--- src/rtl/fc_argmax_pkg.sv ---
// rtl/fc_argmax_pkg.sv - shared constants, state encoding and score type for the argmax classifier
package fc_pkg;

  localparam int FC_DW          = 38;
  localparam int FC_NUM_CLASSES = 10;
  localparam int FC_IDX_W       = (FC_NUM_CLASSES > 1) ? $clog2(FC_NUM_CLASSES) : 1;

  typedef enum logic [1:0] {
    S_IDLE,
    S_LOAD,
    S_SCAN,
    S_DONE
  } fc_state_e;

  typedef logic signed [FC_DW-1:0] fc_score_t;

endpackage

--- src/rtl/fc_argmax_if.sv ---
// rtl/fc_argmax_if.sv - score stream, control and result bundle between producer and argmax stage
interface fc_argmax_if
  import fc_pkg::*;
#(
  parameter int DW    = FC_DW,
  parameter int IDX_W = FC_IDX_W
) ();

  logic             start;
  logic [DW-1:0]    score_in;
  logic             score_valid;
  logic             score_ready;
  logic             busy;
  logic [IDX_W-1:0] class_idx;
  logic [DW-1:0]    class_score;
  logic             done;

  modport master (
    output start, score_in, score_valid,
    input  score_ready, busy, class_idx, class_score, done
  );

  modport slave (
    input  start, score_in, score_valid,
    output score_ready, busy, class_idx, class_score, done
  );

endinterface

--- src/rtl/fc_argmax_score_buf.sv ---
// rtl/fc_argmax_score_buf.sv - class score register file, one write port, one combinational read port
module fc_score_buf
  import fc_pkg::*;
#(
  parameter int NUM_CLASSES = FC_NUM_CLASSES,
  parameter int DW          = FC_DW,
  parameter int IDX_W       = FC_IDX_W
) (
  input  logic             clk,
  input  logic             rst_n,
  input  logic             we,
  input  logic [IDX_W-1:0] waddr,
  input  logic [DW-1:0]    wdata,
  input  logic [IDX_W-1:0] raddr,
  output logic [DW-1:0]    rdata
);

  logic [DW-1:0] mem_q [NUM_CLASSES];

  // Write one score per accepted handshake; reset wipes every entry so no stale class survives an abort
  always_ff @(posedge clk or negedge rst_n) begin
    if (!rst_n) begin
      for (int i = 0; i < NUM_CLASSES; i++) begin
        mem_q[i] <= '0;
      end
    end else if (we && (32'(waddr) < NUM_CLASSES)) begin
      mem_q[waddr] <= wdata;
    end
  end

  assign rdata = (32'(raddr) < NUM_CLASSES) ? mem_q[raddr] : '0;

endmodule

--- src/rtl/fc_argmax.sv ---
// rtl/fc_argmax.sv - collects class scores serially, scans for the maximum, reports index and score
module fc_argmax
  import fc_pkg::*;
#(
  parameter int NUM_CLASSES = FC_NUM_CLASSES,
  parameter int DW          = FC_DW,
  parameter int IDX_W       = FC_IDX_W
) (
  input  logic        clk,
  input  logic        rst_n,
  fc_argmax_if.slave  bus
);

  localparam logic [IDX_W-1:0] LAST_IDX = IDX_W'(NUM_CLASSES - 1);
  localparam logic [IDX_W-1:0] ONE      = IDX_W'(1);

  fc_state_e               state_q, state_d;
  logic [IDX_W-1:0]        cnt_q, cnt_d;
  logic [IDX_W-1:0]        bidx_q, bidx_d;
  logic [IDX_W-1:0]        class_idx_q, class_idx_d;
  logic signed [DW-1:0]    best_q, best_d;
  logic signed [DW-1:0]    class_score_q, class_score_d;
  logic signed [DW-1:0]    rdata;
  logic                    ready_q, ready_d;
  logic                    busy_q, busy_d;
  logic                    done_q, done_d;
  logic                    hs;

  // ready_q is only ever high in LOAD, so this is also the buffer write strobe
  assign hs = bus.score_valid & ready_q;

  fc_score_buf #(
    .NUM_CLASSES (NUM_CLASSES),
    .DW          (DW),
    .IDX_W       (IDX_W)
  ) u_buf (
    .clk   (clk),
    .rst_n (rst_n),
    .we    (hs),
    .waddr (cnt_q),
    .wdata (bus.score_in),
    .raddr (cnt_q),
    .rdata (rdata)
  );

  // Next-state logic: load scores, seed the running best from score 0, then one signed compare per cycle
  always_comb begin
    state_d       = state_q;
    cnt_d         = cnt_q;
    best_d        = best_q;
    bidx_d        = bidx_q;
    class_idx_d   = class_idx_q;
    class_score_d = class_score_q;
    done_d        = 1'b0;
    case (state_q)
      S_IDLE: begin
        // the done cycle is spent in IDLE, and a start coinciding with it is dropped
        if (bus.start && !done_q) begin
          state_d = S_LOAD;
          cnt_d   = '0;
        end
      end
      S_LOAD: begin
        if (hs) begin
          if (cnt_q == '0) begin
            best_d = bus.score_in;
            bidx_d = '0;
          end
          if (cnt_q == LAST_IDX) begin
            state_d = (NUM_CLASSES == 1) ? S_DONE : S_SCAN;
            cnt_d   = ONE;
          end else begin
            cnt_d = cnt_q + ONE;
          end
        end
      end
      S_SCAN: begin
        // strict greater-than keeps the lower index on ties
        if (rdata > best_q) begin
          best_d = rdata;
          bidx_d = cnt_q;
        end
        if (cnt_q == LAST_IDX) begin
          state_d = S_DONE;
        end else begin
          cnt_d = cnt_q + ONE;
        end
      end
      S_DONE: begin
        state_d       = S_IDLE;
        done_d        = 1'b1;
        class_idx_d   = bidx_q;
        class_score_d = best_q;
      end
      default: state_d = S_IDLE;
    endcase
    ready_d = (state_d == S_LOAD);
    busy_d  = (state_d != S_IDLE);
  end

  // State and registered outputs; reset aborts any inference in flight
  always_ff @(posedge clk or negedge rst_n) begin
    if (!rst_n) begin
      state_q       <= S_IDLE;
      cnt_q         <= '0;
      best_q        <= '0;
      bidx_q        <= '0;
      class_idx_q   <= '0;
      class_score_q <= '0;
      ready_q       <= 1'b0;
      busy_q        <= 1'b0;
      done_q        <= 1'b0;
    end else begin
      state_q       <= state_d;
      cnt_q         <= cnt_d;
      best_q        <= best_d;
      bidx_q        <= bidx_d;
      class_idx_q   <= class_idx_d;
      class_score_q <= class_score_d;
      ready_q       <= ready_d;
      busy_q        <= busy_d;
      done_q        <= done_d;
    end
  end

  assign bus.score_ready = ready_q;
  assign bus.busy        = busy_q;
  assign bus.done        = done_q;
  assign bus.class_idx   = class_idx_q;
  assign bus.class_score = class_score_q;

endmodule
--- src/flat_wrapper.sv ---
// flat-port wrapper written by rule: the top's interface ports become plain ports
module fc_argmax_flat import fc_pkg::*;
#(
  parameter int NUM_CLASSES = FC_NUM_CLASSES,
  parameter int DW          = FC_DW,
  parameter int IDX_W       = FC_IDX_W
)
  (clk, rst_n, bus_start, bus_score_in, bus_score_valid, bus_score_ready, bus_busy, bus_class_idx, bus_class_score, bus_done);
  fc_argmax_if #(.DW(DW), .IDX_W(IDX_W)) bus_i ();
  input  logic clk;
  input  logic rst_n;
  input wire logic [$bits(bus_i.start)-1:0] bus_start;
  input wire logic [$bits(bus_i.score_in)-1:0] bus_score_in;
  input wire logic [$bits(bus_i.score_valid)-1:0] bus_score_valid;
  output wire logic [$bits(bus_i.score_ready)-1:0] bus_score_ready;
  output wire logic [$bits(bus_i.busy)-1:0] bus_busy;
  output wire logic [$bits(bus_i.class_idx)-1:0] bus_class_idx;
  output wire logic [$bits(bus_i.class_score)-1:0] bus_class_score;
  output wire logic [$bits(bus_i.done)-1:0] bus_done;
  assign bus_i.start = bus_start;
  assign bus_i.score_in = bus_score_in;
  assign bus_i.score_valid = bus_score_valid;
  assign bus_score_ready = bus_i.score_ready;
  assign bus_busy = bus_i.busy;
  assign bus_class_idx = bus_i.class_idx;
  assign bus_class_score = bus_i.class_score;
  assign bus_done = bus_i.done;
  fc_argmax #(.NUM_CLASSES(NUM_CLASSES), .DW(DW), .IDX_W(IDX_W)) u_core (.clk(clk), .rst_n(rst_n), .bus(bus_i));
endmodule
--- config.mk ---
export PLATFORM = sky130hd
export DESIGN_NAME = fc_argmax_flat
export DESIGN_NICKNAME = d
export VERILOG_FILES = /design/src/rtl/fc_argmax_pkg.sv /design/src/rtl/fc_argmax_if.sv /design/src/rtl/fc_argmax_score_buf.sv /design/src/rtl/fc_argmax.sv /design/src/flat_wrapper.sv
export SDC_FILE = /design/constraint.sdc
export NUM_CORES = 1
export LEC_CHECK = 0
export ABC_CLOCK_PERIOD_IN_PS = 4890
export BUFFER_PORTS_ARGS = -buffer_cell sky130_fd_sc_hd__buf_4
export CAP_MARGIN = 10
export CORE_MARGIN = 3
export CORE_UTILIZATION = 60
export CTS_CLUSTER_DIAMETER = 120
export DETAILED_ROUTE_END_ITERATION = 6
export HOLD_SLACK_MARGIN = 0.15
export PLACE_DENSITY = 0.74
export REMOVE_ABC_BUFFERS = 1
export SYNTH_ARGS = -nofsm -noshare
export SYNTH_HDL_FRONTEND = slang
export SYNTH_HIERARCHICAL = 1
export SYNTH_SLANG_ARGS = --single-unit
export TNS_END_PERCENT = 1
--- constraint.sdc ---
create_clock -name clk -period 4.89 [get_ports clk]
set_input_delay 0.978 -clock clk [delete_from_list [all_inputs] [get_ports clk]]
set_output_delay 0.978 -clock clk [all_outputs]
set_load 0.01 [all_outputs]
==> run summary <==
========================================================================================
Start-to-end type of the worst setup path                                        reg2reg
Final Skew                                                                     0.0155 ns
WP data arrival                                                                  5.00 ns
Post-detailed-route wirelength per cell                                          24.0 um
Portion of total power attributed to the clock network                             0.283
YS warnings                                                                            6
Dominant combinational cell family by area after synthesis                  multiplexers
Most Frequent Cell on Critical Path                                         sky130_fd_sc_hd__o21ai_0
Critical path capture point type                                                    flop
Simple-gate share of the synthesized area                                         0.0240
Wire length of the first global-routing pass                                   83,700 um
Post-synthesis compound-gate area fraction                                        0.0483
Dominant cell type by area after synthesis                                  sky130_fd_sc_hd__dfrtp_1
Vias per std cell                                                                   6.18
Number of pins with negative max-slew slack in the final report                        0
Post-synth cell types                                                                 47
Aggregate global-route resource usage                                              0.275
Row Count                                                                             70
Count of antenna diodes in the layout                                                  0
CTS H-Tree Depth                                                                       2
Commonest cells in the netlist                                              sky130_fd_sc_hd__dfrtp_1 (473), sky130_fd_sc_hd__mux2_2 (423), sky130_fd_sc_hd__mux2i_1 (236)
Switch Pwr                                                                       4.23 mW
Worst voltage drop across the vdd grid                                        0.000356 V
TritonCTS Buffers                                                                     49
Number of top-level pins                                                              87
Result of the run                                                           complete, no violations
Logic gate share of total power                                                    0.312
Count of input and output buffers                                                     86
Required time worst endpoint                                                     5.37 ns
Power per cell area                                                          523 nW/um^2
Number of search-and-repair iterations in the first detailed-routing pass              5
Static leakage                                                                   11.7 nW
Maximum number of pins on one net before global-route repair                         111
Predominant post-synthesis flop cell                                        sky130_fd_sc_hd__dfrtp_1
Nets                                                                               1,797
Adder and majority gate portion of the synthesized area                           0.0258
Share of total power in sequential cells                                           0.406
PostCTS Resize Cnt                                                                     0
Library cell used as clock root buffer                                      sky130_fd_sc_hd__clkbuf_16
Post-CTS Setup Bufs                                                                    0
Switching power as a share of total power                                          0.322
Share of synthesized area spent on multiplexers                                    0.333
Cell with the most instances after synthesis                                sky130_fd_sc_hd__dfrtp_1
Die footprint                                                               39,600 sq um
Number of flip-flops and latches in the synthesized netlist                          473
Final standard cell area without fillers                                    25,100 sq um
Remaining max-slew budget at the tightest pin                                      0.281
Leftover overflow at the end of global routing                                         0
Placer congestion estimate                                                         0.826
Number of violations of the max-capacitance limit                                      0
CTS tree                                                                             yes
Clock latency on the worst-skew pair                                             0.57 ns
Internal power                                                                   8.92 mW
Cts hold-fix bufs                                                                      0
Count of clock tree sinks                                                            473
Top cell type's share of synthesized area                                          0.530
Filler cell count                                                                  2,632
Residual antenna-violating net count after detailed routing                            0
Cells after synthesis                                                              1,652
Area inside the core boundary                                               36,700 sq um
Average cell area after synthesis                                             13.5 sq um
Leading cell types by total area after synthesis                            sky130_fd_sc_hd__dfrtp_1 (53%), sky130_fd_sc_hd__mux2_2 (21%), sky130_fd_sc_hd__mux2i_1 (11%), sky130_fd_sc_hd__ha_1 (2.6%), sky130_fd_sc_hd__o22ai_1 (1.5%)
Chip height                                                                       199 um
Cell chain of the critical path                                             buf_12 -> mux4_2 -> o21ai_0 -> o21ai_0 -> ha_1 -> and4_1 -> a221oi_1 -> o21ai_1 -> a31o_2 -> nor2_4 -> buf_4 -> mux2i_1
Final non-filler cell total                                                        2,215
Transition time of the tightest slew-check pin                                   1.08 ns
Starting DRT DRC Count                                                               780
Crit path launch type                                                               flop
Post-route DRC violation count                                                         0
Proportion of layout cells with a drive suffix above 1                             0.389
Period utilization                                                                 0.924
Clock-pin transition on the worst setup and hold timing paths                    0.06 ns
Number of synthesized flops with an enable pin                                         0
Share of the yosys chip area belonging to registers                                0.530
Buffer levels on the longest clock path                                                3
Cell area after placement                                                   23,500 sq um
Share of synthesized flip-flops with an asynchronous set or reset                   1.00
Top achievable clock speed                                                       221 MHz
Tmin final                                                                       4.52 ns
XOR/XNOR Fraction of Synth Area                                                        0
Hold Worst Slack                                                                0.459 ns
Total wirelength of the detailed-routed design                                 53,300 um
Placed instance count                                                              2,126
Number of setup violations in the final report                                         0
Dpl hpwl                                                                       33,100 um
CP max FO                                                                             41
Hold violation count in the final report                                               0
Initial cell density of the core                                                   0.609
Critical path's slowest cell                                                sky130_fd_sc_hd__dfrtp_4
Routed via count                                                                  13,688
Worst stage delay on the critical path                                           0.93 ns
Via count of the first global-routing pass                                        14,388
Hold/Removal Path Class                                                         in2async
Area delta synth->final                                                            12.4%
Unrepaired setup endpoints after global routing                                    false
Number of antenna violations at the first check in global routing                      2
Die W                                                                             199 um
Synthesized cell area                                                       22,300 sq um
========================================================================================
==> sequential cells by signal, summed over array words and instances, names as in the netlist, 2 cells and up <==
register / flops
u_core/best_q: 38
u_core/cnt_q: 4
u_core/bus.class_score: 38
u_core/u_buf/mem_q: 380
u_core/state_q: 2
u_core/bidx_q: 4
u_core/bus.class_idx: 4
==> power groups by stage <==
stage               clock network (mW)  logic (mW)  registers (mW)
floorplan                            0        2.94            5.31
global placement                     0        3.94            5.36
detailed placement                   0        4.06            5.39
CTS                               3.78        4.09            5.33
global route                      3.94        4.47            5.43
finish                            3.71        4.09            5.33
==> metal layers <==
metal | wire (um) | vias up | track usage
li1 | - | 6103 | -
met1 | 23500 | 7130 | 0.388
met2 | 25500 | 352 | 0.448
met3 | 3040 | 99 | 0.0440
met4 | 1220 | 4 | 0.0750
met5 | 34 | - | 0
==> cell families (layout without fill, tap and decap cells) <==
group	after synthesis	count (layout)
and+or+nand+nor	104	104
buffers and inverters	184	279
AOI/OAI and AO/OA	171	171
muxes	674	674
DFF	473	473
adders and majority gates	46	46
==> critical path: cells and delay by family, from the launching register on <==
kind	cells	cell delay [ns]
compound gates	5	1.34
fa+ha+maj	1	0.30
buf+inv	2	0.63
flops	1	0.93
mux	2	0.77
simple gates	2	0.42
==> metrics by stage <==
stage	setup slack (ns)	util	total power [mW]	TNS [ns]
global placement	0.583	0.641	9.30	0
finish	0.370	0.685	13.1	0
floorplan	-4.98	-	8.25	-1315.00
global route	0.168	0.685	13.8	0
detailed placement	0.434	0.641	9.46	0
CTS	0.377	0.685	13.2	0
==> path summary, 6_finish.rpt <==
| path | slack (ns) | cells after the start | end | startpoint |
|---|---|---|---|---|
| hold reg to reg | 0.49 | 1 | u_core/bus.class_idx[2] | u_core/bidx_q[2] |
| max in group asynchronous | 3.26 | 2 | u_core/cnt_q[3] | rst_n |
| hold / removal | 0.46 | 1 | u_core/bus.class_score[27] | rst_n |
| setup reg to reg | 0.37 | 12 | u_core/best_q[34] | u_core/cnt_q[0] |
| setup / recovery | 0.37 | 12 | u_core/best_q[34] | u_core/cnt_q[0] |
| min in group clk | 0.49 | 1 | u_core/bus.class_idx[2] | u_core/bidx_q[2] |
==> placed cells by master (no fill, tap or decap), types with 14 or more instances in the layout <==
master	count
sky130_fd_sc_hd__mux2i_1	236
sky130_fd_sc_hd__inv_1	48
sky130_fd_sc_hd__o21ai_0	41
sky130_fd_sc_hd__dfrtp_1	470
sky130_fd_sc_hd__buf_4	130
sky130_fd_sc_hd__o22ai_1	54
sky130_fd_sc_hd__ha_1	44
sky130_fd_sc_hd__mux2_2	423
sky130_fd_sc_hd__a21oi_1	21
sky130_fd_sc_hd__clkbuf_16	49
sky130_fd_sc_hd__a221oi_1	17
sky130_fd_sc_hd__mux4_2	14
sky130_fd_sc_hd__nor2_1	25
sky130_fd_sc_hd__nand2_1	35
sky130_fd_sc_hd__a22oi_1	18
==> cell type report <==
cell class	count	area [sq um]	share of cell area
timing repair buffer	142	1210	0.0482
clock buffer	73	1450	0.0576
clock inverter	16	155	0.00617
inverter	48	180	0.00717
tap	468	586	0.0233
sequential	473	11800	0.471
multi-input combinational	995	9710	0.386
Power figures use the tool's default switching activity.
